$ cat config.mk
export PLATFORM = sky130hd
export DESIGN_NAME = cw310_reg_crypt_batch_flat
export DESIGN_NICKNAME = d
export VERILOG_FILES = /design/src/rtl/cw310_reg_crypt_batch_if.sv /design/src/rtl/cw310_reg_crypt_batch.sv /design/src/flat_wrapper.sv
export SDC_FILE = /design/constraint.sdc
export NUM_CORES = 2
export LEC_CHECK = 0
export BUFFER_PORTS_ARGS = -buffer_cell sky130_fd_sc_hd__buf_4
export CORE_UTILIZATION = 66
export DETAILED_ROUTE_END_ITERATION = 10
export PLACE_DENSITY_LB_ADDON = 0.1
export SLEW_MARGIN = 20
export SYNTH_ARGS = -nofsm -noshare
export SYNTH_HDL_FRONTEND = slang
export SYNTH_SLANG_ARGS = --single-unit
$ cat constraint.sdc
create_clock -name usb_clk -period 37.2 [get_ports usb_clk]
set_input_delay 11.16 -clock usb_clk [delete_from_list [all_inputs] [get_ports usb_clk]]
set_output_delay 11.16 -clock usb_clk [all_outputs]
set_load 0.01 [all_outputs]
$ cat src/rtl/cw310_reg_crypt_batch_if.sv
// Register bus and crypto-core signals of the batched crypto register block.
// slave = the register block itself, master = host + core side.
interface cw310_reg_crypt_batch_if #(
   parameter int pADDR_WIDTH   = 21,
   parameter int pBYTECNT_SIZE = 7,
   parameter int pPT_WIDTH     = 128,
   parameter int pCT_WIDTH     = 128,
   parameter int pKEY_WIDTH    = 128
);
   logic [pADDR_WIDTH-pBYTECNT_SIZE-1:0] reg_address;
   logic [pBYTECNT_SIZE-1:0]             reg_bytecnt;
   logic [7:0]                           read_data;
   logic [7:0]                           write_data;
   logic                                 reg_read;
   logic                                 reg_write;
   logic                                 reg_addrvalid;
   logic [pCT_WIDTH-1:0]                 I_cipherout;
   logic                                 I_ready;
   logic                                 I_done;
   logic [pKEY_WIDTH-1:0]                O_key;
   logic [pPT_WIDTH-1:0]                 O_textin;
   logic                                 O_start;
   logic                                 O_batch_busy;
   logic [2:0]                           batch_state;   // sequencer state, debug only

   // Register strobes are single-cycle and qualified by reg_addrvalid; O_start is a
   // one-cycle request, I_done (edge or level) is the core's completion answer.
   modport slave (
      input  reg_address, reg_bytecnt, write_data, reg_read, reg_write, reg_addrvalid,
      input  I_cipherout, I_ready, I_done,
      output read_data, O_key, O_textin, O_start, O_batch_busy, batch_state
   );
   modport master (
      output reg_address, reg_bytecnt, write_data, reg_read, reg_write, reg_addrvalid,
      output I_cipherout, I_ready, I_done,
      input  read_data, O_key, O_textin, O_start, O_batch_busy, batch_state
   );
endinterface

$ cat src/rtl/cw310_reg_crypt_batch.sv
// Batched crypto register block: plaintext FIFO -> sequencer -> ciphertext FIFO.
// Optional macro CRYPT_TIMEOUT_EN bounds the WAIT state to pTIMEOUT cycles.
module cw310_reg_crypt_batch #(
   parameter int pADDR_WIDTH          = 21,
   parameter int pBYTECNT_SIZE        = 7,
   parameter int pPT_WIDTH            = 128,
   parameter int pCT_WIDTH            = 128,
   parameter int pKEY_WIDTH           = 128,
   parameter int pDEPTH               = 8,
   parameter int pDONE_EDGE_SENSITIVE = 1,
   parameter int pTIMEOUT             = 4096
) (
   input logic                      usb_clk,
   input logic                      reset_i,
   cw310_reg_crypt_batch_if.slave   bus
);
   localparam int AW        = $clog2(pDEPTH);
   localparam int RA_W      = pADDR_WIDTH - pBYTECNT_SIZE;
   localparam int KEY_BYTES = pKEY_WIDTH / 8;
   localparam int PT_BYTES  = pPT_WIDTH / 8;
   localparam int CT_BYTES  = pCT_WIDTH / 8;

   localparam logic [RA_W-1:0] REG_CRYPT_TEXTIN    = RA_W'(6);
   localparam logic [RA_W-1:0] REG_CRYPT_CIPHEROUT = RA_W'(9);
   localparam logic [RA_W-1:0] REG_CRYPT_KEY       = RA_W'(10);
   localparam logic [RA_W-1:0] REG_BATCH_CTRL      = RA_W'(16);
   localparam logic [RA_W-1:0] REG_BATCH_PUSH      = RA_W'(17);
   localparam logic [RA_W-1:0] REG_BATCH_POP       = RA_W'(18);
   localparam logic [RA_W-1:0] REG_BATCH_STATUS    = RA_W'(19);

   typedef enum logic [2:0] {S_IDLE, S_LOAD, S_START, S_WAIT, S_STORE} state_t;
   state_t state, state_nxt;

   logic [pKEY_WIDTH-1:0] key_r;
   logic [pPT_WIDTH-1:0]  stage_r, textin_r;
   logic [pPT_WIDTH-1:0]  in_mem  [pDEPTH];
   logic [pCT_WIDTH-1:0]  out_mem [pDEPTH];
   logic [AW:0]           in_wptr, in_rptr, out_wptr, out_rptr, in_cnt, out_cnt;
   logic                  in_full, in_empty, out_full, out_empty;
   logic                  run, ovf, unf, tmo, done_q, done_evt, tmo_hit;
   logic [15:0]           op_cnt;
   logic [pBYTECNT_SIZE+2:0] bit_idx;
   logic                  wr, ctrl_wr, flush, push_ok, push_drop, pop_ok, pop_bad, store, in_pop;

   assign bit_idx   = {bus.reg_bytecnt, 3'b000};
   assign in_cnt    = in_wptr - in_rptr;
   assign out_cnt   = out_wptr - out_rptr;
   assign in_empty  = (in_wptr == in_rptr);
   assign out_empty = (out_wptr == out_rptr);
   assign in_full   = (in_wptr[AW] != in_rptr[AW]) && (in_wptr[AW-1:0] == in_rptr[AW-1:0]);
   assign out_full  = (out_wptr[AW] != out_rptr[AW]) && (out_wptr[AW-1:0] == out_rptr[AW-1:0]);

   assign wr        = bus.reg_addrvalid && bus.reg_write;
   assign ctrl_wr   = wr && (bus.reg_address == REG_BATCH_CTRL) && (bus.reg_bytecnt == '0);
   assign flush     = ctrl_wr && bus.write_data[1];
   // Full/empty come from the pre-cycle pointers, so a same-cycle FSM pop never frees room.
   assign push_ok   = wr && (bus.reg_address == REG_BATCH_PUSH) && !in_full && !flush;
   assign push_drop = wr && (bus.reg_address == REG_BATCH_PUSH) && in_full && !flush;
   assign pop_ok    = wr && (bus.reg_address == REG_BATCH_POP) && !out_empty && !flush;
   assign pop_bad   = wr && (bus.reg_address == REG_BATCH_POP) && out_empty && !flush;
   assign store     = (state == S_STORE) && !flush;
   assign in_pop    = (store || tmo_hit) && !flush;
   assign done_evt  = (pDONE_EDGE_SENSITIVE != 0) ? (bus.I_done && !done_q) : bus.I_done;

`ifdef CRYPT_TIMEOUT_EN
   localparam int TW = $clog2(pTIMEOUT) + 1;
   logic [TW-1:0] tmo_cnt;
   always_ff @(posedge usb_clk or posedge reset_i) begin
      if (reset_i)               tmo_cnt <= '0;
      else if (state != S_WAIT)  tmo_cnt <= '0;
      else                       tmo_cnt <= tmo_cnt + 1'b1;
   end
   assign tmo_hit = (state == S_WAIT) && !done_evt && (tmo_cnt == TW'(pTIMEOUT - 1));
`else
   assign tmo_hit = 1'b0;
`endif

   always_ff @(posedge usb_clk or posedge reset_i) begin
      if (reset_i) state <= S_IDLE;
      else         state <= state_nxt;
   end

   always_comb begin
      state_nxt = state;
      case (state)
         S_IDLE:  if (run && !in_empty && !out_full && bus.I_ready) state_nxt = S_LOAD;
         S_LOAD:  state_nxt = S_START;
         S_START: state_nxt = S_WAIT;
         S_WAIT:  if (done_evt) state_nxt = S_STORE;
                  else if (tmo_hit) state_nxt = S_IDLE;
         S_STORE: state_nxt = S_IDLE;
         default: state_nxt = S_IDLE;
      endcase
      if (flush) state_nxt = S_IDLE;
   end

   always_comb begin
      bus.O_start      = (state == S_START);
      bus.O_batch_busy = (state != S_IDLE);
      bus.batch_state  = state;
   end

   always_ff @(posedge usb_clk) begin
      if (push_ok) in_mem[in_wptr[AW-1:0]]   <= stage_r;
      if (store)   out_mem[out_wptr[AW-1:0]] <= bus.I_cipherout;
   end

   always_ff @(posedge usb_clk or posedge reset_i) begin
      if (reset_i) begin
         key_r <= '0; stage_r <= '0; textin_r <= '0; run <= 1'b0; done_q <= 1'b0;
         in_wptr <= '0; in_rptr <= '0; out_wptr <= '0; out_rptr <= '0;
         ovf <= 1'b0; unf <= 1'b0; tmo <= 1'b0; op_cnt <= '0;
      end else begin
         done_q <= bus.I_done;
         if (wr && bus.reg_address == REG_CRYPT_KEY && int'(bus.reg_bytecnt) < KEY_BYTES)
            key_r[bit_idx +: 8] <= bus.write_data;
         if (wr && bus.reg_address == REG_CRYPT_TEXTIN && int'(bus.reg_bytecnt) < PT_BYTES)
            stage_r[bit_idx +: 8] <= bus.write_data;
         if (ctrl_wr) run <= bus.write_data[0];
         if (state == S_LOAD) textin_r <= in_mem[in_rptr[AW-1:0]];
         if (flush) begin
            in_wptr <= '0; in_rptr <= '0; out_wptr <= '0; out_rptr <= '0;
            ovf <= 1'b0; unf <= 1'b0; tmo <= 1'b0;
         end else begin
            if (push_ok)   in_wptr <= in_wptr + 1'b1;
            if (push_drop) ovf <= 1'b1;
            if (in_pop)    in_rptr <= in_rptr + 1'b1;
            if (tmo_hit)   tmo <= 1'b1;
            if (store) begin
               out_wptr <= out_wptr + 1'b1;
               op_cnt   <= op_cnt + 1'b1;
            end
            if (pop_ok)  out_rptr <= out_rptr + 1'b1;
            if (pop_bad) unf <= 1'b1;
         end
      end
   end

   assign bus.O_key    = key_r;
   assign bus.O_textin = textin_r;

   logic [pCT_WIDTH-1:0] out_head;
   assign out_head = out_mem[out_rptr[AW-1:0]];

   always_comb begin
      bus.read_data = '0;
      if (bus.reg_addrvalid && bus.reg_read) begin
         case (bus.reg_address)
            REG_CRYPT_KEY:
               if (int'(bus.reg_bytecnt) < KEY_BYTES) bus.read_data = key_r[bit_idx +: 8];
            REG_CRYPT_TEXTIN:
               if (int'(bus.reg_bytecnt) < PT_BYTES) bus.read_data = stage_r[bit_idx +: 8];
            REG_CRYPT_CIPHEROUT:
               if (!out_empty && int'(bus.reg_bytecnt) < CT_BYTES)
                  bus.read_data = out_head[bit_idx +: 8];
            REG_BATCH_CTRL:
               if (bus.reg_bytecnt == '0) bus.read_data = {7'b0, run};
            REG_BATCH_STATUS:
               case (int'(bus.reg_bytecnt))
                  0: bus.read_data = {bus.O_batch_busy, tmo, unf, ovf,
                                      out_empty, out_full, in_empty, in_full};
                  1: bus.read_data = 8'(in_cnt);
                  2: bus.read_data = 8'(out_cnt);
                  3: bus.read_data = op_cnt[7:0];
                  4: bus.read_data = op_cnt[15:8];
                  default: bus.read_data = '0;
               endcase
            default: bus.read_data = '0;
         endcase
      end
   end
endmodule
$ cat src/flat_wrapper.sv
// flat-port wrapper written by rule: the top's interface ports become plain ports
module cw310_reg_crypt_batch_flat 
#(
   parameter int pADDR_WIDTH          = 21,
   parameter int pBYTECNT_SIZE        = 7,
   parameter int pPT_WIDTH            = 128,
   parameter int pCT_WIDTH            = 128,
   parameter int pKEY_WIDTH           = 128,
   parameter int pDEPTH               = 8,
   parameter int pDONE_EDGE_SENSITIVE = 1,
   parameter int pTIMEOUT             = 4096
)
  (usb_clk, reset_i, bus_reg_address, bus_reg_bytecnt, bus_write_data, bus_reg_read, bus_reg_write, bus_reg_addrvalid, bus_I_cipherout, bus_I_ready, bus_I_done, bus_read_data, bus_O_key, bus_O_textin, bus_O_start, bus_O_batch_busy, bus_batch_state);
  cw310_reg_crypt_batch_if #(.pADDR_WIDTH(pADDR_WIDTH), .pBYTECNT_SIZE(pBYTECNT_SIZE), .pPT_WIDTH(pPT_WIDTH), .pCT_WIDTH(pCT_WIDTH), .pKEY_WIDTH(pKEY_WIDTH)) bus_i ();
  input logic usb_clk;
  input logic reset_i;
  input wire logic [$bits(bus_i.reg_address)-1:0] bus_reg_address;
  input wire logic [$bits(bus_i.reg_bytecnt)-1:0] bus_reg_bytecnt;
  input wire logic [$bits(bus_i.write_data)-1:0] bus_write_data;
  input wire logic [$bits(bus_i.reg_read)-1:0] bus_reg_read;
  input wire logic [$bits(bus_i.reg_write)-1:0] bus_reg_write;
  input wire logic [$bits(bus_i.reg_addrvalid)-1:0] bus_reg_addrvalid;
  input wire logic [$bits(bus_i.I_cipherout)-1:0] bus_I_cipherout;
  input wire logic [$bits(bus_i.I_ready)-1:0] bus_I_ready;
  input wire logic [$bits(bus_i.I_done)-1:0] bus_I_done;
  output wire logic [$bits(bus_i.read_data)-1:0] bus_read_data;
  output wire logic [$bits(bus_i.O_key)-1:0] bus_O_key;
  output wire logic [$bits(bus_i.O_textin)-1:0] bus_O_textin;
  output wire logic [$bits(bus_i.O_start)-1:0] bus_O_start;
  output wire logic [$bits(bus_i.O_batch_busy)-1:0] bus_O_batch_busy;
  output wire logic [$bits(bus_i.batch_state)-1:0] bus_batch_state;
  assign bus_i.reg_address = bus_reg_address;
  assign bus_i.reg_bytecnt = bus_reg_bytecnt;
  assign bus_i.write_data = bus_write_data;
  assign bus_i.reg_read = bus_reg_read;
  assign bus_i.reg_write = bus_reg_write;
  assign bus_i.reg_addrvalid = bus_reg_addrvalid;
  assign bus_i.I_cipherout = bus_I_cipherout;
  assign bus_i.I_ready = bus_I_ready;
  assign bus_i.I_done = bus_I_done;
  assign bus_read_data = bus_i.read_data;
  assign bus_O_key = bus_i.O_key;
  assign bus_O_textin = bus_i.O_textin;
  assign bus_O_start = bus_i.O_start;
  assign bus_O_batch_busy = bus_i.O_batch_busy;
  assign bus_batch_state = bus_i.batch_state;
  cw310_reg_crypt_batch #(.pADDR_WIDTH(pADDR_WIDTH), .pBYTECNT_SIZE(pBYTECNT_SIZE), .pPT_WIDTH(pPT_WIDTH), .pCT_WIDTH(pCT_WIDTH), .pKEY_WIDTH(pKEY_WIDTH), .pDEPTH(pDEPTH), .pDONE_EDGE_SENSITIVE(pDONE_EDGE_SENSITIVE), .pTIMEOUT(pTIMEOUT)) u_core (.usb_clk(usb_clk), .reset_i(reset_i), .bus(bus_i));
endmodule
==> metrics <==
CP Data Arrival Time 15.91 ns; Syn Nets 5106; Iter 0 DRT Violations 6196; routed via count 52.2k; Num CTS Buffers about 230; Crit path required time 26.04 ns; HPWL after DPL 167 mm; Syn Std Cell Area 96400 um2; Clock Sinks 2471; CP max FO 9; slew margin rel. 0.168; CTS resizes 0; Routed Wire Length around 270 mm; vias in the first global route 51.1k; final hold vios 0; Worst Hold Class reg -> reg; Filler cells 7769; fin crit share 0.728; fin crit period around 27 ns; Routed WL per cell 35.6 um; Nets 5594; Syn Area/Cell approximately 20 um2; grt ovf 0; Min-Delay Path Depth 2; Lkg Pwr 40.1 nW; Slew Viols, Final 0; clk_skew 0.0388 ns; clock buffer depth 3; worst r2r dst u_core.in_mem[6][34]$_DFFE_PP_; Synth Instances slightly below 5k; Primary FF master, synth edfxtp_1; final setup vio count 0; layout cells sized above 1 0.308; crit start category primary input; CTS tree yes; Rows around 140; r2r worst-path depth 9; post-route ant nets 0; async set or reset register ratio after synthesis 0.171; initial antenna violation count 25; Setup TNS 0 ns; Yosys warnings 0; Final Wtd Congestion slightly below 1; Hold Crit Endpoint u_core.ovf$_DFFE_PP0P_; vias per cell 6.93; Starting Density 0.669; fin cells 7529; slew at the pin closest to its max-slew limit 1.24 ns; Inst Count DP 7082; most common cell after layout, fill and taps aside edfxtp_1; Die Ht 384 um; Yosys top cell by area edfxtp_1; # Post-CTS Setup Buffers 0; DIE WIDTH 384 um; #FFs+latches synth 2471; flop-to-flop setup slack 31.22 ns; Power Density 56.6 nW/um2; die area roughly 150000 um2; RSZ-0062 raised after global routing false; H-Tree Depth 4; sequential element share of the synthesized area 0.748; CTS Root Cell clkbuf_16; Post-CTS Hold Buffers 0; min-delay src u_core.ovf$_DFFE_PP0P_; maximum VDD drop approximately 0.052 mV; setup ws final slightly above 10 ns; largest net degree at the start of global routing 172; PortBufs 432; I/O pin total 433; commonest cells after routing, fill and taps aside edfxtp_1, mux4_2, buf_4, dfrtp_1, nand2_1; leading post-synthesis cells by cell area edfxtp_1, mux4_2, dfrtp_1, mux2_2, nand2_1; Clock transition at path regs roughly 0.06 ns; maxcap violations 0; outcome completed; Cell variety after synth 76; fmax 36.9 MHz; Area growth syn-to-layout 13.5%; clk_lat worst skew 0.85 ns; 1st-pass router iterations 6; DRC viols 0; Synth top area share 0.638; WS Path Type in -> out; worst flop-to-flop path startpoint u_core.in_rptr[2]$_DFFE_PP0P_; first-pass GRT wire length roughly 380 mm; Total GRT Usage 0.367; number of synthesized flops with an enable pin 2048; DP Worst Slack 10.76 ns; critical path endpoint category primary output; hold_ws 0.516 ns; core area between 100000 and 150000 um2
-- worst max path at each step --
stage	start	to	slack, ns	cells after the start
floorplan	bus_reg_bytecnt[0]	u_core.out_mem[2][0]$_DFFE_PP_	10.01	12
global placement	bus_reg_address[0]	bus_read_data[4]	10.83	9
detailed placement	bus_reg_address[0]	bus_read_data[5]	10.76	9
CTS	bus_reg_address[0]	bus_read_data[5]	10.71	9
global route	bus_reg_address[0]	bus_read_data[5]	10.08	9
finish	bus_reg_address[0]	bus_read_data[5]	10.13	9
-- synthesized netlist by cell type, types with 6 or more instances --
master    count
nand2_1     388
xor2_1        9
ha_1         15
nor2_2       13
clkbuf_1    126
a22oi_1      14
and3_1       36
o21ai_0      68
a211o_1       7
xnor2_1      24
a21oi_1      17
buf_2        76
o211a_1       6
mux2i_1      95
mux2_2      260
buf_4        14
nor2b_1      13
nor3_1       36
nor2_1      215
and2_1       25
nand2b_1     16
a222oi_1      8
dfrtp_1     423
buf_1        39
o211ai_1      6
inv_1        17
nand3_1      35
a221oi_1     18
o22ai_1      38
nor4_1        8
nand4_1      22
edfxtp_1   2048
a221o_1       9
a31oi_1     139
mux4_2      549
o31ai_1       6
-- metrics by stage --
| step | cell area, um2 | util | total power [mW] |
|---|---|---|---|
| floorplan | 96400 | - | 3.61 |
| global placement | 102000 | 0.706 | 3.92 |
| detailed placement | 102000 | 0.706 | 3.93 |
| CTS | 109000 | 0.758 | 6.22 |
| global route | 109000 | 0.759 | 6.37 |
| finish | 109000 | 0.759 | 6.20 |
-- worst max-delay path: stages --
cell and delay (ns):
buf_4 0.14, xnor2_1 0.75, mux2_2 0.41, o21ai_0 0.16, nand4_1 0.94, nor4_2 1.24
o21ai_0 0.34, o22ai_1 0.51, buf_4 0.24
-- area by class of cell --
type                       count  area [um2]  area share
tap                         1903        2380      0.0218
clock buffer                 316        6320      0.0578
clock inverter               117        1180      0.0108
inverter                      19        82.6    0.000754
multi-input combinational   2180       23300       0.213
timing repair buffer         512        4070      0.0372
antenna                       11        27.5    0.000251
sequential                  2471       72100       0.659
-- kinds of logic (layout without fill, tap and decap cells) --
group	count (synthesis)	in the layout	share of synthesized area
other cells	0	11	0
xor+xnor	34	34	0.00317
flops	2471	2471	0.748
fa+ha+maj	17	17	0.00236
mux	904	904	0.169
buf+inv	274	964	0.0122
simple gates	843	843	0.0394
compound gates	382	382	0.0266
-- where the power goes --
| group | internal [mW] | switching (mW) | leakage (nW) | total, mW |
|---|---|---|---|---|
| Combinational | 0.286 | 0.413 | 9.82 | 0.698 |
| Clock | 1.31 | 1.02 | 3.65 | 2.32 |
| Sequential | 3.06 | 0.110 | 26.6 | 3.17 |
| Total | 4.66 | 1.54 | 40.1 | 6.20 |
-- registers in the layout (all words and copies together) (netlist names), 3 cells and up --
signal and flops:
u_core.out_wptr 4, u_core.in_mem 1024, u_core.in_wptr 4, u_core.op_cnt 16, u_core.out_mem 1024, u_core.out_rptr 4
u_core.bus.batch_state 3, u_core.bus.O_key 128, u_core.in_rptr 4, u_core.stage_r 128, u_core.bus.O_textin 128
-- per-layer routing --
layer	vias up	track usage	share of wire
li1	20900	-	-
met1	27500	0.483	0.36
met2	3129	0.570	0.48
met3	646	0.108	0.11
met4	32	0.173	0.055
met5	-	0	0.00081
(Power assumes the default switching activity.)
